$ cat src/rtl/mcycle_unit.sv
`default_nettype none
// ============================================================================
// Module   : mcycle_unit
// Purpose  : Iterative multi-cycle multiply/divide unit for the execute stage.
//            One shift-add (multiply) or restoring shift-subtract (divide)
//            step per cycle, WIDTH steps per operation, with the result
//            presented as two WIDTH-bit halves for register writeback.
// Ports    : CLK       - clock, rising edge
//            RESET     - synchronous active-high reset
//            Start     - operation request, sampled only in IDLE
//            MCycleOp  - 00 smul, 01 umul, 10 sdiv, 11 udiv
//            Operand1  - multiplicand / dividend
//            Operand2  - multiplier / divisor
//            Result1   - product low half / quotient (registered)
//            Result2   - product high half / remainder (registered)
//            Busy      - stall request, combinational from state and Start
// Revision : 1.0 - initial release
// ============================================================================
module mcycle_unit #(
  parameter int WIDTH = 32
) (
  input  logic             CLK,
  input  logic             RESET,
  input  logic             Start,
  input  logic [1:0]       MCycleOp,
  input  logic [WIDTH-1:0] Operand1,
  input  logic [WIDTH-1:0] Operand2,
  output logic [WIDTH-1:0] Result1,
  output logic [WIDTH-1:0] Result2,
  output logic             Busy
);

  localparam int CNT_W = $clog2(WIDTH) + 1;
  localparam logic [CNT_W-1:0] C_LAST_STEP = CNT_W'(WIDTH - 1);

  typedef enum logic [1:0] {
    S_IDLE      = 2'd0,
    S_COMPUTING = 2'd1,
    S_DONE      = 2'd2
  } state_t;

  state_t               state_q, state_d;
  logic [CNT_W-1:0]     cnt_q, cnt_d;
  logic [WIDTH-1:0]     result1_q, result1_d;
  logic [WIDTH-1:0]     result2_q, result2_d;

  // Latched operation context (no reset needed: always written on accept).
  logic                 div_q, div_d;
  logic                 neg_a_q, neg_a_d;
  logic                 neg_b_q, neg_b_d;
  logic [WIDTH-1:0]     a_q, a_d;      // raw dividend, returned on divide by zero
  logic [WIDTH-1:0]     m_q, m_d;      // |multiplicand| or |divisor|
  logic [2*WIDTH-1:0]   acc_q, acc_d;  // {high/remainder, low/quotient}

  // Operand magnitudes taken at accept time.
  logic                 w_in_signed;
  logic                 w_in_neg1, w_in_neg2;
  logic [WIDTH-1:0]     w_in_mag1, w_in_mag2;

  assign w_in_signed = ~MCycleOp[0];
  assign w_in_neg1   = w_in_signed & Operand1[WIDTH-1];
  assign w_in_neg2   = w_in_signed & Operand2[WIDTH-1];
  assign w_in_mag1   = w_in_neg1 ? (~Operand1 + 1'b1) : Operand1;
  assign w_in_mag2   = w_in_neg2 ? (~Operand2 + 1'b1) : Operand2;

  // Multiply step: conditionally add multiplicand into the high half, then
  // shift the whole accumulator right; the carry becomes the new MSB.
  logic [WIDTH:0]       w_sum;
  logic [2*WIDTH-1:0]   w_mul_next;

  assign w_sum      = {1'b0, acc_q[2*WIDTH-1:WIDTH]}
                    + (acc_q[0] ? {1'b0, m_q} : {(WIDTH+1){1'b0}});
  assign w_mul_next = {w_sum, acc_q[WIDTH-1:1]};

  // Divide step: shift the next dividend bit into the partial remainder and
  // subtract the divisor when it fits. The shifted value needs WIDTH+1 bits
  // because the remainder can reach divisor-1 >= 2^(WIDTH-1).
  logic [WIDTH:0]       w_shift;
  logic [WIDTH:0]       w_diff;
  logic                 w_fits;
  logic [WIDTH-1:0]     w_rem_next;
  logic [2*WIDTH-1:0]   w_div_next;

  assign w_shift    = {acc_q[2*WIDTH-1:WIDTH], acc_q[WIDTH-1]};
  assign w_diff     = w_shift - {1'b0, m_q};
  assign w_fits     = (w_shift >= {1'b0, m_q});
  assign w_rem_next = w_fits ? w_diff[WIDTH-1:0] : w_shift[WIDTH-1:0];
  assign w_div_next = {w_rem_next, acc_q[WIDTH-2:0], w_fits};

  logic [2*WIDTH-1:0]   w_acc_step;
  assign w_acc_step = div_q ? w_div_next : w_mul_next;

  // Sign fix-up applied to the value produced by the final step.
  logic [2*WIDTH-1:0]   w_prod;
  logic [WIDTH-1:0]     w_quo, w_rem;

  assign w_prod = (neg_a_q ^ neg_b_q) ? (~w_acc_step + 1'b1) : w_acc_step;
  assign w_quo  = (neg_a_q ^ neg_b_q) ? (~w_acc_step[WIDTH-1:0] + 1'b1)
                                      : w_acc_step[WIDTH-1:0];
  assign w_rem  = neg_a_q ? (~w_acc_step[2*WIDTH-1:WIDTH] + 1'b1)
                          : w_acc_step[2*WIDTH-1:WIDTH];

  always_comb begin
    state_d   = state_q;
    cnt_d     = cnt_q;
    result1_d = result1_q;
    result2_d = result2_q;
    div_d     = div_q;
    neg_a_d   = neg_a_q;
    neg_b_d   = neg_b_q;
    a_d       = a_q;
    m_d       = m_q;
    acc_d     = acc_q;
    Busy      = 1'b0;

    unique case (state_q)
      S_IDLE: begin
        if (Start) begin
          Busy    = 1'b1;
          state_d = S_COMPUTING;
          cnt_d   = '0;
          div_d   = MCycleOp[1];
          neg_a_d = w_in_neg1;
          neg_b_d = w_in_neg2;
          a_d     = Operand1;
          // Multiply iterates over the multiplier, divide over the dividend.
          m_d     = MCycleOp[1] ? w_in_mag2 : w_in_mag1;
          acc_d   = {{WIDTH{1'b0}}, (MCycleOp[1] ? w_in_mag1 : w_in_mag2)};
        end
      end

      S_COMPUTING: begin
        Busy  = 1'b1;
        acc_d = w_acc_step;
        cnt_d = cnt_q + 1'b1;
        if (cnt_q == C_LAST_STEP) begin
          state_d = S_DONE;
          if (!div_q) begin
            result1_d = w_prod[WIDTH-1:0];
            result2_d = w_prod[2*WIDTH-1:WIDTH];
          end else if (m_q == '0) begin
            result1_d = '1;
            result2_d = a_q;
          end else begin
            result1_d = w_quo;
            result2_d = w_rem;
          end
        end
      end

      S_DONE: begin
        state_d = S_IDLE;
      end

      default: begin
        state_d = S_IDLE;
      end
    endcase
  end

  always_ff @(posedge CLK) begin
    if (RESET) begin
      state_q   <= S_IDLE;
      cnt_q     <= '0;
      result1_q <= '0;
      result2_q <= '0;
    end else begin
      state_q   <= state_d;
      cnt_q     <= cnt_d;
      result1_q <= result1_d;
      result2_q <= result2_d;
    end
  end

  always_ff @(posedge CLK) begin
    div_q   <= div_d;
    neg_a_q <= neg_a_d;
    neg_b_q <= neg_b_d;
    a_q     <= a_d;
    m_q     <= m_d;
    acc_q   <= acc_d;
  end

  assign Result1 = result1_q;
  assign Result2 = result2_q;

endmodule
`default_nettype wire

$ cat config.mk
export PLATFORM = sky130hd
export DESIGN_NAME = mcycle_unit
export DESIGN_NICKNAME = d
export VERILOG_FILES = /design/src/rtl/mcycle_unit.sv
export SDC_FILE = /design/constraint.sdc
export NUM_CORES = 1
export LEC_CHECK = 0
export CELL_PAD_IN_SITES_DETAIL_PLACEMENT = 1
export CELL_PAD_IN_SITES_GLOBAL_PLACEMENT = 2
export CORE_MARGIN = 1.5
export CORE_UTILIZATION = 39
export DETAILED_ROUTE_END_ITERATION = 10
export GPL_TIMING_DRIVEN = 0
export PLACE_DENSITY = 0.95
export SETUP_SLACK_MARGIN = 0.02
export SYNTH_ARGS = -nofsm -noshare
export SYNTH_HDL_FRONTEND = slang
export SYNTH_SLANG_ARGS = --single-unit
$ cat constraint.sdc
create_clock -name CLK -period 17.63 [get_ports CLK]
set_input_delay 4.4075 -clock CLK [delete_from_list [all_inputs] [get_ports CLK]]
set_output_delay 4.4075 -clock CLK [all_outputs]
set_load 0.005 [all_outputs]
==> results of run 1 <==
worst max-delay path: stages:
cell and delay, ns:
sky130_fd_sc_hd__clkdlybuf4s50_1 0.48, sky130_fd_sc_hd__nor2_1 0.04, sky130_fd_sc_hd__or2_2 0.40, sky130_fd_sc_hd__inv_1 0.09, sky130_fd_sc_hd__clkdlybuf4s50_1 0.50
cells by family (layout without fill, tap and decap cells):
kind of cell / count (synthesis) / count (layout) / synth area share
fa+ha+maj: 71 / 71 / 0.0531
mux: 85 / 85 / 0.0508
flops: 203 / 203 / 0.316
other cells: 0 / 3 / 0
simple gates: 732 / 732 / 0.208
buf+inv: 186 / 369 / 0.0424
xor+xnor: 169 / 169 / 0.0870
compound gates: 618 / 618 / 0.243
per-layer routing:
layer | GRT usage | vias up
li1 | - | 7984
met1 | 0.456 | 8955
met2 | 0.570 | 844
met3 | 0.0717 | 185
met4 | 0.166 | 0
met5 | 0 | -
final cells by class:
class	instances	area, um2	share of cell area
plain buffers	108	429	0.0215
inverters	78	295	0.0148
well taps	585	732	0.0367
clock buffers	28	616	0.0308
multi-input cells	1675	10900	0.547
diodes	3	7.51	0.000376
repair buffers	139	1420	0.0711
clock inverters	16	166	0.00834
flip-flops and latches	203	5380	0.269
power by group:
part	switching [mW]	total (mW)	internal, mW
clock network	0.215	0.510	0.294
registers	0.0502	0.605	0.555
logic	0.599	0.893	0.294
placed cells by master (no fill, tap or decap), types with 74 or more instances in the layout:
master                            instances
sky130_fd_sc_hd__edfxtp_1               131
sky130_fd_sc_hd__a21oi_1                184
sky130_fd_sc_hd__nand2_1                187
sky130_fd_sc_hd__o21ai_0                 99
sky130_fd_sc_hd__xor2_1                  75
sky130_fd_sc_hd__xnor2_1                 94
sky130_fd_sc_hd__mux2i_1                 74
sky130_fd_sc_hd__clkbuf_1                87
sky130_fd_sc_hd__nor2_1                 239
sky130_fd_sc_hd__clkdlybuf4s50_1        133
sky130_fd_sc_hd__inv_1                   76
how the worst max path moves through the flow:
stage,start,depth (start not counted),slack (ns),end
2_1_floorplan,Start,1,7.68,a_q[0]
3_5_place_dp,Start,5,7.32,Busy
6_report,Start,5,7.31,Busy
5_1_grt,Start,5,7.27,Busy
4_1_cts,Start,5,7.32,Busy
3_3_place_gp,Start,2,5.22,m_q[11]
sequential cells by signal, indices dropped and copies added (netlist names):
name     count
acc_q       64
Result1     32
Result2     32
a_q         32
m_q         32
cnt_q        6
state_q      2
div_q        1
neg_a_q      1
neg_b_q      1
metrics by stage:
stage          worst slack [ns]  hold slack, ns  power (mW)
4_1_cts                    7.32           0.502        1.98
5_1_grt                    7.27           0.507        2.08
3_3_place_gp               5.22           0.473        1.45
6_report                   7.31           0.499        2.01
2_1_floorplan              7.68           0.443        1.16
3_5_place_dp               7.32           0.493        1.47
==> impl_metrics.toml, run 1 <==
[run_status]
outcome = "complete, no violations"

[die]
floorplan.die.height_um = 212
die-width_um = 212
dieArea_um2 = 44900
area_of_the_core_um2 = 43100
std_cell_rows = 76
ios = 134
floorplan.initialDensity = 0.395

[worst_setup_path]
crit_required_ns = 13.22
crit_arrival_ns = 5.91
reg2regPathDepth = 18
critical_path.reg2reg.startpoint = "div_q"
setup_slack_of_the_worst_register_to_register_path_ns = 9.80
crit_fanout = 5
cp-start-kind = "primary input"
endpoint_kind = "primary output"
timing_worst_setup_path_type = "primary input to primary output"
critical_path.reg2reg.endpoint = "Result2[30]"

[clocking]
cts_resized = 0
clkSinkCount = 203
cts-buffers-inserted = 24
postCtsSetupRepairBufs = 0
htreeDepth = 1
clkTransAtPathRegs_ns = 0.06
latest_clock_arrival_within_the_worst_skew_pair_ns = 0.55
cts_tree = "built"
buffers_from_clock_root_to_sink_at_most = 3
cell_at_the_root_of_the_clock_tree = "sky130_fd_sc_hd__clkbuf_16"
holdBufCountCts = 0

[place]
placedInstanceArea_um2 = 19200
dp.cells = 2788
globalplace.congestion = 0.989
final_hpwl_dp_mm = 64.7
portBuffers = 133

[yosys]
netlist.top_cell.by_area = "sky130_fd_sc_hd__edfxtp_1"
synth_most_common_cell = "sky130_fd_sc_hd__nor2_1"
ys_seq_elements = 203
ys_top_cells_by_area = "sky130_fd_sc_hd__edfxtp_1, sky130_fd_sc_hd__dfxtp_1, sky130_fd_sc_hd__a21oi_1"
synth_area_per_cell_um2 = 8.24
synth-edff-count = 131
most_used_flip_flop_cell_after_synthesis = "sky130_fd_sc_hd__edfxtp_1"
mappedNetlistNets = 2204
synth.top_cell.area_share = 0.231
yosysWarnings = 0
synth_sequential_area_ratio = 0.316
ys_async_sr_fraction = 0
post_synth_inst_count = 2064
ys_types = 92
synth_top_cells_by_count = "sky130_fd_sc_hd__nor2_1, sky130_fd_sc_hd__nand2_1, sky130_fd_sc_hd__a21oi_1"
synth_area_um2 = 17000

[final_layout]
final_cell_count_no_fill = 2835
fillers = 5182
final_net_count = 2369
layout.core_utilization = 0.463
final_layout_size_suffix_gt1_frac = 0.0494
finalInstanceArea_um2 = 20000
area_growth_pct = 17.3

[grt]
grt_start_max_net_pins = 68
grt_antenna_before_repair = 3
grt_pass1_vias = 17993
grt.overflow.total = 0
grt_first_pass_wirelength_mm = 118
grt_usage = 0.355

[timing]
finalMaxSlewViolations = 0
layout_worst_path_cycle_share = 0.585
final.min_clock_period_ns = 10.32
setup_viol_count_final = 0
worst_pin_slew_ns = 1.45
skew_ns = 0.0318
fmaxAchievable_ghz = 0.0969
unrepaired_setup_endpoints_after_global_routing = "false"
setup_tns_ns = 0
maxSlewHeadroom = 0.0254
hold_viol_final = 0

[worst_hold_path]
worstHoldEndpoint = "Result1[19]"
worst_hold_path_type = "flop to flop"
hold_path_depth = 2
hp-start = "Result1[19]"

[detailed_routing]
first_pass_iters = 5
wl_met2_mm = 36.5
routedWlPerCell_um = 28.4
drt_iter0_markers = 1879
maxUsedRoutingLayer = "met4"
route.vias.total = 17968
wl_met3_mm = 7.03
drc = 0
postRouteWirelength_mm = 80.5
detail_route.wirelength.met1_mm = 32.9
number_of_vias_per_cell = 6.34
ant_nets = 0

[power_and_ir_drop]
peakVddDrop_uv = 65.7
leakage_nw = 7.29
power-per-cell-area_nw_per_um2 = 101

[run]
max_cap_violations = 0
Power figures use the tool's default switching activity.
==> run 2, diff against run 1 <==
- CORE_UTILIZATION: 39 -> 33
- PLACE_DENSITY: 0.95 -> 0.88
- clock period: 17.63 -> 8.9 ns (I/O delays scaled with it)
==> impl_metrics.toml, run 2 (synthesis gave the netlist of run 1 again) <==
[clocking]
cts_resized = 0
holdBufCountCts = 0
cell_at_the_root_of_the_clock_tree = "sky130_fd_sc_hd__clkbuf_16"
cts_tree = "built"
clkTransAtPathRegs_ns = 0.06
buffers_from_clock_root_to_sink_at_most = 3
postCtsSetupRepairBufs = 0
latest_clock_arrival_within_the_worst_skew_pair_ns = 0.56
cts-buffers-inserted = 25
htreeDepth = 1
clkSinkCount = 203

[die]
ios = 134
area_of_the_core_um2 = 51100
dieArea_um2 = 52900
std_cell_rows = 83
die-width_um = 230
floorplan.initialDensity = 0.333
floorplan.die.height_um = 230

[grt]
grt.overflow.total = 0
grt_pass1_vias = 17796
grt_usage = 0.294
grt_antenna_before_repair = 3
grt_first_pass_wirelength_mm = 117
grt_start_max_net_pins = 68

[final_layout]
final_layout_size_suffix_gt1_frac = 0.0502
final_net_count = 2370
fillers = 6159
layout.cells.most_common = "sky130_fd_sc_hd__nor2_1"
insertedDiodeCount = 0
number_of_flip_flops_under_the_largest_register_name = 64
area_growth_pct = 17.9
final_cell_count_no_fill = 2929
top_register = "acc_q"
finalInstanceArea_um2 = 20100
layout.cells.most_common_list = "sky130_fd_sc_hd__nor2_1, sky130_fd_sc_hd__nand2_1, sky130_fd_sc_hd__a21oi_1"

[worst_setup_path]
reg2regPathDepth = 18
timing_worst_setup_path_type = "flop to flop"
cp-start-kind = "flop"
crit_required_ns = 9.34
setup_slack_of_the_worst_register_to_register_path_ns = 1.04
critical_path.reg2reg.endpoint = "Result2[30]"
endpoint_kind = "flop"
crit_fanout = 10
crit_arrival_ns = 8.29
critical_path.reg2reg.startpoint = "div_q"

[detailed_routing]
routedWlPerCell_um = 27.2
ant_nets = 0
postRouteWirelength_mm = 79.5
drc = 0
first_pass_iters = 8
route.vias.total = 17754
number_of_vias_per_cell = 6.06
drt_iter0_markers = 1766

[timing]
maxSlewHeadroom = 0.0565
skew_ns = 0.0184
finalMaxSlewViolations = 0
setup_viol_count_final = 0
final.min_clock_period_ns = 7.86
unrepaired_setup_endpoints_after_global_routing = "false"
hold_viol_final = 0
setup_tns_ns = 0
fmaxAchievable_ghz = 0.127
layout_worst_path_cycle_share = 0.883
worst_pin_slew_ns = 1.41

[place]
globalplace.congestion = 0.954
placedInstanceArea_um2 = 19300
dp.cells = 2883
portBuffers = 133
final_hpwl_dp_mm = 64.9

[power_and_ir_drop]
leakage_nw = 7.29
p_total_mw = 3.95
power-per-cell-area_nw_per_um2 = 197
peakVddDrop_uv = 133

[worst_hold_path]
worst_hold_path_type = "flop to flop"
worstHoldEndpoint = "Result2[2]"
hold_path_depth = 2
hp-start = "Result2[2]"

[run]
max_cap_violations = 0

[run_status]
outcome = "complete, no violations"
==> run 2: worst max-delay path by stage <==
stage / start / endpoint / slack (ns) / cells past startpoint
final: div_q / Result2[30] / 1.04 / 18
after global routing: div_q / Result2[30] / 0.87 / 18
after CTS: div_q / Result2[30] / 1.34 / 18
after detailed placement: div_q / Result2[30] / 1.40 / 18
after global placement: Start / m_q[22] / -1.33 / 2
after floorplan: Start / a_q[0] / 1.14 / 1
==> run 2: area by class of cell <==
cell class                      count  area, um2  area share
Tap cell                          680        851      0.0424
Clock inverter                      7       50.0     0.00250
Buffer                            108        429      0.0214
Inverter                           78        295      0.0147
Clock buffer                       39        727      0.0363
Timing Repair Buffer              139       1400      0.0699
Sequential cell                   203       5380       0.268
Multi-Input combinational cell   1675      10900       0.545
==> run 2: metal layers <==
metal / vias up / track usage / wire (um)
met5: - / 0 / 0
li1: 8007 / - / -
met4: 0 / 0.0999 / 2910
met1: 8877 / 0.391 / 33900
met2: 721 / 0.489 / 37100
met3: 149 / 0.0406 / 5590
==> run 2: critical path, cell delays in order, from the launching register on <==
cell	delay [ns]
sky130_fd_sc_hd__edfxtp_1	0.31
sky130_fd_sc_hd__buf_2	0.23
sky130_fd_sc_hd__buf_1	0.61
sky130_fd_sc_hd__buf_2	0.38
sky130_fd_sc_hd__buf_1	0.66
sky130_fd_sc_hd__buf_2	0.41
sky130_fd_sc_hd__buf_1	0.92
sky130_fd_sc_hd__clkbuf_1	0.74
sky130_fd_sc_hd__nand2_1	0.13
sky130_fd_sc_hd__o21ai_0	0.31
sky130_fd_sc_hd__ha_1	0.33
sky130_fd_sc_hd__o2111ai_1	0.23
sky130_fd_sc_hd__or3_1	0.48
sky130_fd_sc_hd__nor3_1	0.32
sky130_fd_sc_hd__nand2_1	0.38
sky130_fd_sc_hd__nor3_1	0.51
sky130_fd_sc_hd__a31oi_1	0.18
sky130_fd_sc_hd__xnor2_1	0.18
sky130_fd_sc_hd__a2111oi_2	0.36
==> run 2: power breakdown <==
| part | switching (mW) | internal [mW] |
|---|---|---|
| sequential | 0.0973 | 1.10 |
| clock | 0.431 | 0.565 |
| combinational | 1.18 | 0.581 |
| total | 1.71 | 2.24 |
==> run 2: through the flow <==
stage / worst slack [ns] / utilization / hold slack, ns
after global placement: -1.33 / 0.376 / 0.466
after CTS: 1.34 / 0.392 / 0.477
after detailed placement: 1.40 / 0.377 / 0.468
final: 1.04 / 0.392 / 0.476
after floorplan: 1.14 / - / 0.443
after global routing: 0.873 / 0.392 / 0.501
==> run 3, diff against run 2 <==
- HOLD_SLACK_MARGIN: unset -> 0.06
- SLEW_MARGIN: unset -> 0
==> results of run 3 <==
Final layout, timing and power as in run 2 (identical DEF).
